[src/rtl/bus_stable_filter_if.sv]
// Bus bundle between the destination-domain synchronizer and bus_stable_filter.
// The master drives the synchronized bus and the reject-counter clear. The slave returns the qualified bus.
interface bus_stable_filter_if #(
  parameter int Bus_BW = 4
);
  logic [Bus_BW-1:0] Bus_sync;
  logic              rej_clr;
  logic [Bus_BW-1:0] Bus_out;
  logic              upd;
  logic [7:0]        rej_cnt;

  modport master (
    output Bus_sync,
    output rej_clr,
    input  Bus_out,
    input  upd,
    input  rej_cnt
  );

  modport slave (
    input  Bus_sync,
    input  rej_clr,
    output Bus_out,
    output upd,
    output rej_cnt
  );
endinterface

[src/rtl/bus_stable_filter.sv]
// Passes a synchronized multi-bit bus only after it holds one value for STABLE_CNT
// dest_clk samples. Mixed-bit transients are dropped, and each one is counted in rej_cnt.
module bus_stable_filter #(
  parameter int                Bus_BW     = 4,
  parameter int                STABLE_CNT = 3,
  parameter logic [Bus_BW-1:0] RST_VAL    = {Bus_BW{1'b0}}
) (
  input  logic               dest_clk,
  input  logic               dest_rst,
  bus_stable_filter_if.slave bus
);

  localparam logic [0:0] ST_STABLE = 1'b0;
  localparam logic [0:0] ST_QUAL   = 1'b1;

  localparam logic [3:0] CNT_LAST = 4'(STABLE_CNT - 1);

  logic [0:0]        state_p0;
  logic [Bus_BW-1:0] cand_p0;
  logic [3:0]        cnt_p0;
  logic [Bus_BW-1:0] bus_out_p0;
  logic              upd_p0;
  logic [7:0]        rej_cnt_p0;

  logic              same_cand;
  logic              same_out;
  logic              reject;

  function automatic logic [7:0] sat_inc8(input logic [7:0] v);
    return (v == 8'hFF) ? v : v + 8'd1;
  endfunction

  assign same_cand = (bus.Bus_sync == cand_p0);
  assign same_out  = (bus.Bus_sync == bus_out_p0);
  assign reject    = (state_p0 == ST_QUAL) && !same_cand;

  // Stage p0: qualification FSM, candidate tracking and registered outputs
  always_ff @(posedge dest_clk) begin
    if (dest_rst) begin
      state_p0   <= ST_STABLE;
      cand_p0    <= RST_VAL;
      cnt_p0     <= 4'd0;
      bus_out_p0 <= RST_VAL;
      upd_p0     <= 1'b0;
    end else begin
      upd_p0 <= 1'b0;
      case (state_p0)
        ST_STABLE: begin
          if (!same_out) begin
            cand_p0  <= bus.Bus_sync;
            cnt_p0   <= 4'd1;
            state_p0 <= ST_QUAL;
          end
        end
        ST_QUAL: begin
          if (same_cand) begin
            if (cnt_p0 == CNT_LAST) begin
              bus_out_p0 <= cand_p0;
              upd_p0     <= 1'b1;
              cnt_p0     <= 4'd0;
              state_p0   <= ST_STABLE;
            end else begin
              cnt_p0 <= cnt_p0 + 4'd1;
            end
          end else if (same_out) begin
            // The transient settled back to the value already on Bus_out.
            cnt_p0   <= 4'd0;
            state_p0 <= ST_STABLE;
          end else begin
            cand_p0 <= bus.Bus_sync;
            cnt_p0  <= 4'd1;
          end
        end
        default: begin
          state_p0 <= ST_STABLE;
          cnt_p0   <= 4'd0;
        end
      endcase
    end
  end

  // Stage p0: reject counter; a clear beats a reject on the same edge
  always_ff @(posedge dest_clk) begin
    if (dest_rst || bus.rej_clr) begin
      rej_cnt_p0 <= 8'd0;
    end else if (reject) begin
      rej_cnt_p0 <= sat_inc8(rej_cnt_p0);
    end
  end

  assign bus.Bus_out = bus_out_p0;
  assign bus.upd     = upd_p0;
  assign bus.rej_cnt = rej_cnt_p0;

endmodule

[src/flat_wrapper.sv]
// flat-port wrapper written by rule: the top's interface ports become plain ports
module bus_stable_filter_flat 
#(
  parameter int                Bus_BW     = 4,
  parameter int                STABLE_CNT = 3,
  parameter logic [Bus_BW-1:0] RST_VAL    = {Bus_BW{1'b0}}
)
  (dest_clk, dest_rst, bus_Bus_sync, bus_rej_clr, bus_Bus_out, bus_upd, bus_rej_cnt);
  bus_stable_filter_if #(.Bus_BW(Bus_BW)) bus_i ();
  input  logic dest_clk;
  input  logic dest_rst;
  input wire logic [$bits(bus_i.Bus_sync)-1:0] bus_Bus_sync;
  input wire logic [$bits(bus_i.rej_clr)-1:0] bus_rej_clr;
  output wire logic [$bits(bus_i.Bus_out)-1:0] bus_Bus_out;
  output wire logic [$bits(bus_i.upd)-1:0] bus_upd;
  output wire logic [$bits(bus_i.rej_cnt)-1:0] bus_rej_cnt;
  assign bus_i.Bus_sync = bus_Bus_sync;
  assign bus_i.rej_clr = bus_rej_clr;
  assign bus_Bus_out = bus_i.Bus_out;
  assign bus_upd = bus_i.upd;
  assign bus_rej_cnt = bus_i.rej_cnt;
  bus_stable_filter #(.Bus_BW(Bus_BW), .STABLE_CNT(STABLE_CNT), .RST_VAL(RST_VAL)) u_core (.dest_clk(dest_clk), .dest_rst(dest_rst), .bus(bus_i));
endmodule
[config.mk]
export PLATFORM = sky130hd
export DESIGN_NAME = bus_stable_filter_flat
export DESIGN_NICKNAME = d
export VERILOG_FILES = /design/src/rtl/bus_stable_filter_if.sv /design/src/rtl/bus_stable_filter.sv /design/src/flat_wrapper.sv
export SDC_FILE = /design/constraint.sdc
export NUM_CORES = 1
export LEC_CHECK = 0
export BUFFER_PORTS_ARGS = -buffer_cell sky130_fd_sc_hd__buf_4
export CORE_MARGIN = 1.5
export CORE_UTILIZATION = 54
export DETAILED_ROUTE_END_ITERATION = 7
export PLACE_DENSITY = 0.77
export SYNTH_ARGS = -nofsm -noshare
export SYNTH_HDL_FRONTEND = slang
export SYNTH_SLANG_ARGS = --single-unit
[constraint.sdc]
create_clock -name dest_clk -period 1.9 [get_ports dest_clk]
set_input_delay 0.38 -clock dest_clk [delete_from_list [all_inputs] [get_ports dest_clk]]
set_output_delay 0.38 -clock dest_clk [all_outputs]
set_load 0.02 [all_outputs]
==> results_dict.tcl <==
set metrics [dict create \
    status "finished, final reports clean" \
    finalCritPeriodShare 0.907 \
    port_buffers 19 \
    grt_util_all_layers 0.236 \
    dpl-instance-area_mm2 0.00137 \
    synthArstFlopShare 0 \
    grt_pass1_wl_mm 4.46 \
    crit_buf_inv 1 \
    syn_area_mm2 0.00115 \
    intPower_mw 0.640 \
    fin_ws_ns 0.177 \
    endpoint_kind "register" \
    ctsHoldBuffers 0 \
    die_w_um 49.2 \
    drt-pass1-iter-count 4 \
    dp_slack_ns 0.0421 \
    cts_sinks 22 \
    synth.net_count 135 \
    cap_violations 0 \
    synth_edf_count 0 \
    synth_cell_types 36 \
    p_per_area_mw_per_mm2 610 \
    post-cts-setup-buffers 0 \
    p_seq_frac 0.564 \
    routedWlPerCell_um 13.8 \
    antenna_found_initial 0 \
    synth_cells 125 \
    tightest_slew_ns 0.366 \
    first_iter_violations 13 \
    synth_ff_type "dfxtp_1" \
    critical_path.top_delay_family "simple AND/OR/NAND/NOR gates" \
    drc 0 \
    crit_slowest_cell "or4_1" \
    synth_area_leader_cell "dfxtp_1" \
    drive_gt1_frac 0.230 \
    yosysWarningCount 0 \
    clock_latency_ns 0.31 \
    cts_tree "built" \
    start_util 0.583 \
    num_io_pins 20 \
    cts_root_buf "clkbuf_4" \
    vias 1023 \
    core_mm2 0.00198 \
    rows 16 \
    p_clk_frac 0.300 \
    setup_viol 0 \
    dp.final_hpwl_mm 1.86 \
    combPwrFrac 0.136 \
    fmax_mhz 580 \
    syn_avg_cell_area_um2 9.24 \
    crit_path_start_kind "register" \
    synth_area_leaders "dfxtp_1 38%, mux2i_1 7.8%, xor2_1 6.1%" \
    hold_violations 0 \
    die-area_mm2 0.00243 \
    fin_crit_ns 1.72 \
    place_congestion 0.831 \
    switchingPower_mw 0.217 \
    p_leak_nw 0.611 \
    path_max_fanout 15 \
    switching_share 0.253 \
    die_h_um 49.2 \
    path_class "register to register" \
    clk_pin_slew_worst_paths_ns 0.12 \
    cpPeakStageDelay_ns 0.52 \
    arrival_ns 1.98 \
    routed_wl_mm 2.47 \
    cts.path.max_buffers 2 \
    grt_pass1_vias 1008 \
    ys_ff_latch 22 \
    seq_area_frac_synth 0.381 \
    power.total_mw 0.858 \
    cts_made_buffers 3 \
    yosysMostFrequentCell "dfxtp_1" \
    ant_nets 0 \
    cts.repair.resized 0 \
    design_area_mm2 0.00141 \
    hold_class "input pin to register" \
    final.setup.tns_ns 0 \
    overflow 0 \
    finClkSkew_ns 0.000525 \
    h-tree-depth 1 \
    netlist.area_leader.share 0.381 \
    ir_drop_mv 0.449 \
    required_ns 2.15 \
    fin_nets 163 \
    vias_per_cell 5.72 \
    max-slew-margin-rel 0.756 \
    syn_to_final_growth_pct 21.7 \
    synth_common_cells "22 x dfxtp_1, 10 x nand2b_1, 9 x mux2i_1, 9 x nand3_1" \
    grt_max_degree 22 \
    slew_viol_final 0 \
    rsz0062_at_grt "no" \
    antennaDiodeCount 0 \
    holdWs_ns 0.342 \
    path_cells "xor2_1 > o41ai_2 > buf_4 > or4_1 > a21oi_1" \
]
==> cells in the final DEF, fill, tap and decap left out, types with 4 or more instances in the layout <==
master    netlist  final
buf_4           1     26
dfxtp_1        22     22
nand2b_1       10     10
mux2i_1         9      9
nand3_1         9      9
xor2_1          8      8
nand2_1         8      8
a21oi_1         7      7
inv_1           4      4
and3_1          4      4
or4_1           4      4
==> layer usage <==
metal	GRT usage	routed length [um]	up-vias
li1	-	-	516
met1	0.299	1170	488
met2	0.394	1210	14
met3	0.0276	49	5
met4	0.119	44	0
met5	0	0	-
==> per-stage QoR <==
stage               utilization  std cells
global placement          0.691        175
global route              0.709        179
finish                    0.709        179
CTS                       0.709        179
floorplan                     -        125
detailed placement        0.691        175
==> power by group through the flow <==
| stage | clock network, mW | registers (mW) | logic [mW] |
|---|---|---|---|
| after floorplan | 0 | 0.493 | 0.0712 |
| after global placement | 0 | 0.493 | 0.111 |
| after detailed placement | 0 | 0.494 | 0.115 |
| after CTS | 0.266 | 0.483 | 0.116 |
| after global routing | 0.287 | 0.485 | 0.128 |
| final | 0.257 | 0.484 | 0.117 |
==> flip-flops by register name, summed over array words and instances, names as in the netlist <==
| signal | flops |
|---|---|
| u_core.cnt_p0 | 4 |
| u_core.state_p0 | 1 |
| u_core.bus.Bus_out | 4 |
| u_core.cand_p0 | 4 |
| u_core.bus.upd | 1 |
| u_core.bus.rej_cnt | 8 |
==> final timing paths <==
kind | from | endpoint | slack [ns] | cells past startpoint
worst max-delay path | u_core.cand_p0[0] | u_core.bus.rej_cnt[4] | 0.18 | 5
worst min-delay path | bus_rej_clr | u_core.bus.rej_cnt[5] | 0.34 | 3
worst max register to register | u_core.cand_p0[0] | u_core.bus.rej_cnt[4] | 0.18 | 5
worst min register to register | u_core.cnt_p0[3] | u_core.cnt_p0[3] | 0.52 | 2
==> cell families after synthesis <==
family	after synthesis	share of synthesized area
multiplexers	9	0.0780
XOR/XNOR	8	0.0607
AO/OA/AOI/OAI	23	0.140
AND/OR/NAND/NOR	53	0.282
adder cells (fa/ha/maj)	3	0.0325
flip-flops	22	0.381
buffers and inverters	7	0.0260
==> tightest hold or removal path: cells and delay by family <==
family	cells	cell delay (ns)
mux	1	0.06
buf+inv	1	0.09
simple gates	1	0.09
==> final cells by class <==
cell class              instances  area [um^2]
multi-input cells              96          684
repair buffers                 26          195
fillers                       162          577
flip-flops and latches         22          440
inverters                       4         15.0
clock buffers                   4         36.3
well taps                      27         33.8
(Power assumes the default switching activity.)
